### config.mk
export PLATFORM = sky130hd
export DESIGN_NAME = vga_fb_scheduler_flat
export DESIGN_NICKNAME = d
export VERILOG_FILES = /design/src/rtl/vga_gl_pkg.sv /design/src/rtl/vga_fb_scheduler_if.sv /design/src/rtl/vga_timing.sv /design/src/rtl/vga_fb_scheduler.sv /design/src/flat_wrapper.sv
export SDC_FILE = /design/constraint.sdc
export NUM_CORES = 1
export LEC_CHECK = 0
export ABC_AREA = 0
export CAP_MARGIN = 20
export CORE_MARGIN = 2
export CORE_UTILIZATION = 30
export CTS_CLUSTER_SIZE = 20
export DETAILED_ROUTE_END_ITERATION = 8
export PLACE_DENSITY = 0.63
export SLEW_MARGIN = 10
export SYNTH_ARGS = -nofsm -noshare
export SYNTH_HDL_FRONTEND = slang
export SYNTH_SLANG_ARGS = --single-unit
### constraint.sdc
create_clock -name clk -period 2.6 [get_ports clk]
set_input_delay 0.52 -clock clk [delete_from_list [all_inputs] [get_ports clk]]
set_output_delay 0.52 -clock clk [all_outputs]
set_load 0.005 [all_outputs]
### src/rtl/vga_gl_pkg.sv
// Shared definitions for the VGA-GL framebuffer scheduler: default 640x480@60 timing
// and the memory-arbiter state encoding.
package vga_gl_pkg;

  localparam int VGA_H_ACTIVE = 640;
  localparam int VGA_H_FP     = 16;
  localparam int VGA_H_SYNC   = 96;
  localparam int VGA_H_BP     = 48;
  localparam int VGA_V_ACTIVE = 480;
  localparam int VGA_V_FP     = 10;
  localparam int VGA_V_SYNC   = 2;
  localparam int VGA_V_BP     = 33;

  function automatic int span_total(input int active, input int fp, input int sync, input int bp);
    return active + fp + sync + bp;
  endfunction

  localparam int H_TOTAL = span_total(VGA_H_ACTIVE, VGA_H_FP, VGA_H_SYNC, VGA_H_BP);
  localparam int V_TOTAL = span_total(VGA_V_ACTIVE, VGA_V_FP, VGA_V_SYNC, VGA_V_BP);

  typedef enum logic [1:0] {
    IDLE = 2'd0,
    DISP = 2'd1,
    DRAW = 2'd2
  } sched_state_t;

endpackage

### src/rtl/vga_fb_scheduler_if.sv
// Single-transaction memory bus: req held until a one-cycle ack, rdata valid with ack.
interface vga_fb_scheduler_if #(
  parameter int ADDR_W = 16,
  parameter int DATA_W = 8
);
  logic              req;
  logic              we;
  logic [ADDR_W-1:0] addr;
  logic [DATA_W-1:0] wdata;
  logic              ack;
  logic [DATA_W-1:0] rdata;

  modport master (output req, we, addr, wdata, input ack, rdata);
  modport slave  (input req, we, addr, wdata, output ack, rdata);
endinterface

### src/rtl/vga_timing.sv
// Raster counters with registered sync/de outputs aligned to x/y, plus the
// end-of-active-line prefetch trigger for the next displayed line.
module vga_timing
  import vga_gl_pkg::*;
#(
  parameter int H_ACTIVE = VGA_H_ACTIVE,
  parameter int H_FP     = VGA_H_FP,
  parameter int H_SYNC   = VGA_H_SYNC,
  parameter int H_BP     = VGA_H_BP,
  parameter int V_ACTIVE = VGA_V_ACTIVE,
  parameter int V_FP     = VGA_V_FP,
  parameter int V_SYNC   = VGA_V_SYNC,
  parameter int V_BP     = VGA_V_BP
) (
  input  logic       clk,
  input  logic       rst_n,
  output logic [9:0] x,
  output logic [9:0] y,
  output logic       hsync_n,
  output logic       vsync_n,
  output logic       de,
  output logic       fetch_trig,
  output logic [9:0] fetch_line
);

  localparam logic [9:0] X_LAST = 10'(span_total(H_ACTIVE, H_FP, H_SYNC, H_BP) - 1);
  localparam logic [9:0] Y_LAST = 10'(span_total(V_ACTIVE, V_FP, V_SYNC, V_BP) - 1);
  localparam logic [9:0] X_ACT  = 10'(H_ACTIVE);
  localparam logic [9:0] Y_ACT  = 10'(V_ACTIVE);
  localparam logic [9:0] HS_BEG = 10'(H_ACTIVE + H_FP);
  localparam logic [9:0] HS_END = 10'(H_ACTIVE + H_FP + H_SYNC);
  localparam logic [9:0] VS_BEG = 10'(V_ACTIVE + V_FP);
  localparam logic [9:0] VS_END = 10'(V_ACTIVE + V_FP + V_SYNC);

  logic [9:0] x_nxt;
  logic [9:0] y_nxt;

  always_comb begin
    x_nxt = x + 10'd1;
    y_nxt = y;
    if (x == X_LAST) begin
      x_nxt = '0;
      y_nxt = (y == Y_LAST) ? '0 : y + 10'd1;
    end
  end

  // Sync and de are decoded from the next position so they line up with x/y.
  always_ff @(posedge clk or negedge rst_n) begin
    if (!rst_n) begin
      x       <= '0;
      y       <= '0;
      hsync_n <= 1'b1;
      vsync_n <= 1'b1;
      de      <= 1'b0;
    end else begin
      x       <= x_nxt;
      y       <= y_nxt;
      hsync_n <= !((x_nxt >= HS_BEG) && (x_nxt < HS_END));
      vsync_n <= !((y_nxt >= VS_BEG) && (y_nxt < VS_END));
      de      <= (x_nxt < X_ACT) && (y_nxt < Y_ACT);
    end
  end

  assign fetch_line = (y == Y_LAST) ? '0 : y + 10'd1;
  assign fetch_trig = (x == X_ACT) && (fetch_line < Y_ACT);

endmodule

### src/rtl/vga_fb_scheduler.sv
// Raster sequencer plus single-port framebuffer arbiter: line prefetch into the
// double-banked line buffer has priority over draw-engine traffic.
module vga_fb_scheduler
  import vga_gl_pkg::*;
#(
  parameter int H_ACTIVE       = VGA_H_ACTIVE,
  parameter int H_FP           = VGA_H_FP,
  parameter int H_SYNC         = VGA_H_SYNC,
  parameter int H_BP           = VGA_H_BP,
  parameter int V_ACTIVE       = VGA_V_ACTIVE,
  parameter int V_FP           = VGA_V_FP,
  parameter int V_SYNC         = VGA_V_SYNC,
  parameter int V_BP           = VGA_V_BP,
  parameter int DATA_W         = 8,
  parameter int ADDR_W         = 16,
  parameter int WORDS_PER_LINE = H_ACTIVE / DATA_W,
  parameter int FB_BASE        = 0
) (
  input  logic                clk,
  input  logic                rst_n,
  output logic                hsync_n,
  output logic                vsync_n,
  output logic                de,
  output logic [9:0]          x,
  output logic [9:0]          y,
  output logic                lb_we,
  output logic                lb_bank,
  output logic [6:0]          lb_waddr,
  output logic [DATA_W-1:0]   lb_wdata,
  vga_fb_scheduler_if.master  mem,
  vga_fb_scheduler_if.slave   draw,
  output logic                underrun
);

  logic         fetch_trig;
  logic [9:0]   fetch_line;

  sched_state_t state;
  logic         pend;
  logic         stale;
  logic [6:0]   idx;
  logic [9:0]   line;
  logic         mem_req_r;
  logic         mem_we_r;
  logic [ADDR_W-1:0] mem_addr_r;
  logic [DATA_W-1:0] mem_wdata_r;
  logic         gnt_r;
  logic [DATA_W-1:0] draw_rdata_r;

  logic issue_disp;
  logic issue_draw;
  logic disp_ack;
  logic draw_ack;
  logic last_word;

  function automatic logic [ADDR_W-1:0] word_addr(input logic [9:0] ln, input logic [6:0] wi);
    return ADDR_W'(FB_BASE) + ADDR_W'(ln) * ADDR_W'(WORDS_PER_LINE) + ADDR_W'(wi);
  endfunction

  vga_timing #(
    .H_ACTIVE(H_ACTIVE), .H_FP(H_FP), .H_SYNC(H_SYNC), .H_BP(H_BP),
    .V_ACTIVE(V_ACTIVE), .V_FP(V_FP), .V_SYNC(V_SYNC), .V_BP(V_BP)
  ) u_timing (
    .clk        (clk),
    .rst_n      (rst_n),
    .x          (x),
    .y          (y),
    .hsync_n    (hsync_n),
    .vsync_n    (vsync_n),
    .de         (de),
    .fetch_trig (fetch_trig),
    .fetch_line (fetch_line)
  );

  // The cycle draw_gnt is high the engine still holds draw_req; it must not re-issue.
  always_comb begin
    issue_disp = 1'b0;
    issue_draw = 1'b0;
    disp_ack   = 1'b0;
    draw_ack   = 1'b0;
    if (state == IDLE) begin
      issue_disp = pend;
      issue_draw = !pend && draw.req && !gnt_r;
    end
    if (state == DISP) disp_ack = mem.ack;
    if (state == DRAW) draw_ack = mem.ack;
    last_word = (idx == 7'(WORDS_PER_LINE - 1));
  end

  always_ff @(posedge clk or negedge rst_n) begin
    if (!rst_n) begin
      state     <= IDLE;
      pend      <= 1'b0;
      stale     <= 1'b0;
      idx       <= '0;
      line      <= '0;
      mem_req_r <= 1'b0;
      mem_we_r  <= 1'b0;
      lb_we     <= 1'b0;
      gnt_r     <= 1'b0;
      underrun  <= 1'b0;
    end else begin
      lb_we <= 1'b0;
      gnt_r <= 1'b0;
      case (state)
        IDLE: begin
          if (issue_disp) begin
            mem_req_r <= 1'b1;
            mem_we_r  <= 1'b0;
            state     <= DISP;
          end else if (issue_draw) begin
            mem_req_r <= 1'b1;
            mem_we_r  <= draw.we;
            state     <= DRAW;
          end
        end
        DISP: begin
          if (mem.ack) begin
            mem_req_r <= 1'b0;
            stale     <= 1'b0;
            state     <= IDLE;
            if (!stale) begin
              lb_we <= 1'b1;
              idx   <= last_word ? '0 : idx + 7'd1;
              if (last_word) pend <= 1'b0;
            end
          end
        end
        DRAW: begin
          if (mem.ack) begin
            mem_req_r <= 1'b0;
            gnt_r     <= 1'b1;
            state     <= IDLE;
          end
        end
        default: state <= IDLE;
      endcase

      if (pend && (x == 10'd0) && (y == line)) underrun <= 1'b1;

      // A restart orphans any read already issued for the abandoned line.
      if (fetch_trig) begin
        if (pend) underrun <= 1'b1;
        pend  <= 1'b1;
        idx   <= '0;
        line  <= fetch_line;
        stale <= ((state == DISP) && !mem.ack) || issue_disp;
      end
    end
  end

  always_ff @(posedge clk) begin
    if (issue_disp) begin
      mem_addr_r <= word_addr(line, idx);
    end else if (issue_draw) begin
      mem_addr_r  <= draw.addr;
      mem_wdata_r <= draw.wdata;
    end
    if (disp_ack) begin
      lb_waddr <= idx;
      lb_wdata <= mem.rdata;
      lb_bank  <= line[0];
    end
    if (draw_ack) draw_rdata_r <= mem.rdata;
  end

  assign mem.req    = mem_req_r;
  assign mem.we     = mem_we_r;
  assign mem.addr   = mem_addr_r;
  assign mem.wdata  = mem_wdata_r;
  assign draw.ack   = gnt_r;
  assign draw.rdata = draw_rdata_r;

endmodule
### src/flat_wrapper.sv
// flat-port wrapper written by rule: the top's interface ports become plain ports
module vga_fb_scheduler_flat import vga_gl_pkg::*;
#(
  parameter int H_ACTIVE       = VGA_H_ACTIVE,
  parameter int H_FP           = VGA_H_FP,
  parameter int H_SYNC         = VGA_H_SYNC,
  parameter int H_BP           = VGA_H_BP,
  parameter int V_ACTIVE       = VGA_V_ACTIVE,
  parameter int V_FP           = VGA_V_FP,
  parameter int V_SYNC         = VGA_V_SYNC,
  parameter int V_BP           = VGA_V_BP,
  parameter int DATA_W         = 8,
  parameter int ADDR_W         = 16,
  parameter int WORDS_PER_LINE = H_ACTIVE / DATA_W,
  parameter int FB_BASE        = 0
)
  (clk, rst_n, hsync_n, vsync_n, de, x, y, lb_we, lb_bank, lb_waddr, lb_wdata, underrun, mem_req, mem_we, mem_addr, mem_wdata, mem_ack, mem_rdata, draw_req, draw_we, draw_addr, draw_wdata, draw_ack, draw_rdata);
  vga_fb_scheduler_if #(.ADDR_W(ADDR_W), .DATA_W(DATA_W)) mem_i ();
  vga_fb_scheduler_if #(.ADDR_W(ADDR_W), .DATA_W(DATA_W)) draw_i ();
  input  logic clk;
  input  logic rst_n;
  output logic hsync_n;
  output logic vsync_n;
  output logic de;
  output logic [9:0] x;
  output logic [9:0] y;
  output logic lb_we;
  output logic lb_bank;
  output logic [6:0] lb_waddr;
  output logic [DATA_W-1:0] lb_wdata;
  output logic underrun;
  output wire logic [$bits(mem_i.req)-1:0] mem_req;
  output wire logic [$bits(mem_i.we)-1:0] mem_we;
  output wire logic [$bits(mem_i.addr)-1:0] mem_addr;
  output wire logic [$bits(mem_i.wdata)-1:0] mem_wdata;
  input wire logic [$bits(mem_i.ack)-1:0] mem_ack;
  input wire logic [$bits(mem_i.rdata)-1:0] mem_rdata;
  input wire logic [$bits(draw_i.req)-1:0] draw_req;
  input wire logic [$bits(draw_i.we)-1:0] draw_we;
  input wire logic [$bits(draw_i.addr)-1:0] draw_addr;
  input wire logic [$bits(draw_i.wdata)-1:0] draw_wdata;
  output wire logic [$bits(draw_i.ack)-1:0] draw_ack;
  output wire logic [$bits(draw_i.rdata)-1:0] draw_rdata;
  assign mem_req = mem_i.req;
  assign mem_we = mem_i.we;
  assign mem_addr = mem_i.addr;
  assign mem_wdata = mem_i.wdata;
  assign mem_i.ack = mem_ack;
  assign mem_i.rdata = mem_rdata;
  assign draw_i.req = draw_req;
  assign draw_i.we = draw_we;
  assign draw_i.addr = draw_addr;
  assign draw_i.wdata = draw_wdata;
  assign draw_ack = draw_i.ack;
  assign draw_rdata = draw_i.rdata;
  vga_fb_scheduler #(.H_ACTIVE(H_ACTIVE), .H_FP(H_FP), .H_SYNC(H_SYNC), .H_BP(H_BP), .V_ACTIVE(V_ACTIVE), .V_FP(V_FP), .V_SYNC(V_SYNC), .V_BP(V_BP), .DATA_W(DATA_W), .ADDR_W(ADDR_W), .WORDS_PER_LINE(WORDS_PER_LINE), .FB_BASE(FB_BASE)) u_core (.clk(clk), .rst_n(rst_n), .hsync_n(hsync_n), .vsync_n(vsync_n), .de(de), .x(x), .y(y), .lb_we(lb_we), .lb_bank(lb_bank), .lb_waddr(lb_waddr), .lb_wdata(lb_wdata), .mem(mem_i), .draw(draw_i), .underrun(underrun));
endmodule
# After elaboration in Yosys (flattened, before gate mapping)
# Index checks and enable logic that the tools add are counted.
# word_totals
romBits,0
n_memories,0
ram_bits,0
input_bits,37
regBits,97
out_inout_bits,76
word_cells,113
latchBits,0
# op_classes
n_shift,0
reduce_logical,30
magnitude_cmp,7
mux,39
n_div,0
n_bitwise,1
mul,1
n_eq_ne,10
addsub,4
# ops
cell,count
$mux 7,5
$mux 16,2
$eq 10x10->1 const B,3
$lt 10x9->1 const B,3
$mux 10,3
$mux 1,24
$add 10x1->10 const B,2
$lt 10x10->1 const B,2
$add 16x7->16,1
$mul 10x3->12 const B,1
$eq 10x10->1,1
$ge 10x10->1 const B,1
$ge 10x9->1 const B,1
$logic_not 10->1,1
$reduce_bool 2->1,5
$logic_and 1x1->1,9
$reduce_and 2->1,4
$add 7x1->7 const B,1
$eq 7x7->1 const B,1
$mux 2,3
$reduce_and 3->1,2
$logic_not 1->1,5
$ne 2x1->1 const B,2
$pmux 2 s2,1
other kinds (9),9

# Depth between registers and ports, before layout
# logic_depth
depth_word,7
mapped_depth,9
depth_no_buf,9

# Cells and area by module
# Synthesis repeated with hierarchy kept, for this count alone.
# hier_totals
hier_cells,453
area_unflattened_um2,5144.9
# modules_own_cells
module,seq_area_each_um2,cells_each,area_each_um2,instances
vga_fb_scheduler,2092.0,281,3624.7,1
vga_timing,578.1,172,1520.2,1

# Worst setup path before layout
# Ideal clock, no wire load.
# synth_timing
path_kind,register -> register
from,register u_core.line[1]
to,"register u_core.mem_addr_r[15], in the netlist u_core.mem.addr[15], data pin"
stages_incl_launch_ff,10
setup_slack_ns,-0.233
t_arrival_ns,2.681
required_time_ns,2.448
path_buffers,0
setup_time_ns,0.152
period_less_slack_ns,2.833
path_cell_list,dfrtp_1 -> ha_1 -> ha_1 -> fa_1 -> a211o_1 -> and2_4 -> o311ai_2 -> nand4_1 -> or3_1 -> a31oi_1
# synth_between
elab_chain_cells,3
# synth_rtl
item,line,source
"start, declared",vga_fb_scheduler.sv:42,logic [9:0] line;
"start signal, assigned",vga_fb_scheduler.sv:146,line <= fetch_line;
$mul 10x3->12,vga_fb_scheduler.sv:57,return ADDR_W'(FB_BASE) + ADDR_W'(ln) * ADDR_W'(WORDS_PER_LINE) + ADDR_W'(wi);
$add 16x7->16,vga_fb_scheduler.sv:57,
$mux 16,vga_fb_scheduler.sv:153,if (issue_disp) begin
"end signal, assigned",vga_fb_scheduler.sv:154,"mem_addr_r <= word_addr(line, idx);"
"end signal, assigned",vga_fb_scheduler.sv:156,mem_addr_r <= draw.addr;
"end, declared",vga_fb_scheduler.sv:45,logic [ADDR_W-1:0] mem_addr_r;
# No other way between the ends.
# A chain may end at the register's enable or synchronous reset.

# Worst setup path in the final report
# Ends and elaborated chain as after synthesis.

==> impl_metrics.csv <==
group,metric,value,unit
outcome,status,"finished with violations",
outcome,violations,"setup timing",
critical_path,cp_max_fo,3,
clocking,cts.root.buffer_cell,"clkbuf_16",
synth,yosys.cell_count.top_type,"nand2_1",
global_route,antenna_found_initial,0,
timing,post-route-period-util,1.051,
timing,slew_headroom,0.5011,
timing,timing.fmax,366.1,MHz
synth,async_reset_ff_frac,0.5052,
layout,drive_gt1_frac,0.1348,
layout,fin_cells,843,
synth,yosysTopAreaCell,"edfxtp_1",
clocking,h-tree-depth,3,
critical_path,path_cells,"ha_1 > ha_2 > fa_2 > a211o_1 > and2_4 > o311ai_4 > nand4_1 > or3_1 > a31oi_1",
clocking,insertion_delay,350,ps
synth,synth_seq_cells,97,
critical_path,slowest_stage,"dfrtp_1",
layout,syn_to_final_growth,37.56,%
synth,synthFlopType,"edfxtp_1",
global_route,grt_overflow,0,
critical_path,cp_slowest_stage_delay,380,ps
drt,wl,12100,µm
critical_path,cp_top_family,"adder cells",
global_route,grt_pass1_wl,19980,µm
critical_path,worst_ep_arrival_time,2920,ps
floorplanning,start_util,0.3086,
synth,synth_area,5136,µm²
timing,rsz0062_at_grt,"true",
place,place_congestion,0.8173,
critical_path,crit_type,"flip-flop to flip-flop",
global_route,grt_use_total,0.1360,
synth,synth_cells,472,
layout,antenna_cells,0,
floorplanning,die_y,134.8,µm
synth,syn_avg_cell_area,10.88,µm²
drt,antenna_left,0,
clocking,clkSinkCount,97,
critical_path,setup.worst_path.end_class,"flip-flop",
drt,detailedRoute.firstIterationViolations,205,
critical_path,reg2reg_from,"u_core.line[1]",
layout,fin_nets,685,
synth,yosys.area.top_type_share,0.2806,
timing,worst_slack,-131.4,ps
clocking,numCtsBuffers,9,
drt,num_vias,3978,
timing,tns,-356.2,ps
clocking,clk_pin_slew,70,ps
timing,tightest_slew,741.5,ps
floorplanning,io_pins,113,
timing,maxSlewViolCount,0,
synth,ys_top_cells_by_area,"edfxtp_1 (28%), dfrtp_1 (23%), ha_1 (6.8%)",
critical_path,crit_buf_inv,0,
floorplanning,die_x,134.8,µm
min_path,hp-class,"input pin to asynchronous set/reset pin",
clocking,cts_tree,"built",
place,dp_cells,826,
timing,setup_viol,3,
clocking,cts-hold-fix-buffers,0,
drt,avgRoutedWirePerCell,14.35,µm
synth,ys_types,68,
flow_run,maxCapViolCount,0,
power,p_leak,2.931,nW
synth,synth_edf_count,48,
power,power.density,629.7,nW/µm²
timing,fin_skew,11.30,ps
clocking,cts.path.max_buffers,2,
drt,drtPass1Iterations,4,
synth,syn-num-nets,539,
power,ir_worst_vdd,0.4432,mV
floorplanning,core,16640,µm²
floorplanning,dieArea,18180,µm²
synth,ys_warn_count,0,
synth,yosysSeqAreaShare,0.5199,
critical_path,startpoint_type,"flip-flop",
timing,hold_viol,0,
synth,synth_commonest_cells,"nand2_1 (60), edfxtp_1 (48), dfrtp_1 (47)",
critical_path,cp.required,2790,ps
timing,period_needed,2731,ps
critical_path,startpoint,"u_core.line[1]",
global_route,first_global_vias,4090,
global_route,grt_max_degree,27,
floorplanning,rows,47,
place,dpl.hpwl,9235,µm
place,portBuffers,112,
drt,routed_via_density,4.719,
drt,drc,0,
-- per-stage QoR --
stage / hold WS (ps) / utilization / total power (W) / cell area, µm² / worst slack, ps
finish: 175.6 / 0.4246 / 0.004449 / 7066 / -131.4
global route: 218.9 / 0.4246 / 0.004691 / 7066 / -245.2
CTS: 188.5 / 0.4233 / 0.004511 / 7044 / -158.2
detailed placement: 490.7 / 0.4044 / 0.003141 / 6730 / -150.7
global placement: 481.5 / 0.4044 / 0.003108 / 6730 / -95.89
floorplan: 224.4 / - / 0.002523 / 5151 / -87.16
-- path summary, 6_finish.rpt --
kind	endpoint	slack, ps	depth (start not counted)
hold / removal	u_core.u_timing.x[3]	180	1
min in group clk	u_core.underrun	500	2
setup reg to reg	u_core.mem.addr[15]	-130	9
hold reg to reg	u_core.underrun	500	2
setup / recovery	u_core.mem.addr[15]	-130	9
max in group asynchronous	u_core.line[7]	1790	2
-- registers in the layout (all words and copies together), names as in the netlist, 2 cells and up --
| register | flops |
|---|---|
| u_core.lb_waddr | 7 |
| u_core.state | 2 |
| u_core.u_timing.x | 10 |
| u_core.draw.rdata | 8 |
| u_core.mem.wdata | 8 |
| u_core.mem.addr | 16 |
| u_core.lb_wdata | 8 |
| u_core.idx | 7 |
| u_core.line | 10 |
| u_core.u_timing.y | 10 |
-- report_power, final --
group	switching [W]	internal [W]	leakage, nW	total, W
Combinational	0.000455	0.000551	1.70	0.00101
Sequential	0.000122	0.00196	1.08	0.00208
Clock	0.000603	0.000758	0.149	0.00136
Total	0.00118	0.00327	2.93	0.00445
-- timing repair --
item | 4_1_cts | 5_1_grt
setup endpoints to repair | 3 | 5
setup buffers | 1 | 0
resized for setup | 2 | 4
pin swaps | 5 | 4
-- routing by layer --
layer | track usage | up-vias | part of all wire
li1 | - | 1994 | -
met1 | 0.1823 | 1882 | 0.47
met2 | 0.2242 | 93 | 0.48
met3 | 0.02665 | 9 | 0.044
met4 | 0.03860 | 0 | 0.010
met5 | 0 | - | 0
-- final cells by class --
class                   count  area [µm²]
clock buffers               9       225.2
clock inverters             7       77.57
fillers                  1574        9577
inverters                  18       67.56
multi-input cells         341        2337
flip-flops and latches     97        2670
well taps                 220       275.3
repair buffers            151        1413
-- cell usage in the layout, fill, tap and decap left out, drive strengths merged, types with 2 or more instances in the layout --
cell type      netlist  routed
ha                  28      28
mux2                 5       5
dfstp                2       2
clkinv               0       3
inv                 18      21
a21oi               14      14
a211oi               8       8
a21o                 5       5
nand2b               5       5
nand3               16      16
and4                 2       2
nand2               60      60
buf                 11      40
a22oi                3       3
clkbuf               5       9
or2                  6       6
a31oi                3       3
nor4                 5       5
nand4               10      10
dfrtp               47      47
xnor2               18      18
and2                 7       7
fa                   2       2
edfxtp              48      48
o21ai               40      40
o31ai                4       4
xor2                23      23
nor3                10      10
or3                  4       4
clkdlybuf4s50        0     111
o21a                 2       2
nor2b                9       9
and3                 3       3
nor2                27      27
-- logic make-up after synthesis --
kind of cell	after synthesis	share of synthesized area
AOI/OAI and AO/OA	94	0.1206
buffers and inverters	34	0.03215
adders and majority gates	30	0.07601
and+or+nand+nor	171	0.1705
muxes	5	0.01096
xor gates and xnor gates	41	0.06991
DFF	97	0.5199
-- worst reg2reg max path: cells and delay by family, from the launching register on --
| kind | cells | cell delay [ps] |
|---|---|---|
| adders and majority gates | 3 | 840 |
| and+or+nand+nor | 3 | 630 |
| DFF | 1 | 380 |
| AOI/OAI and AO/OA | 3 | 730 |
Note: power is estimated with default switching activity, not from simulation.
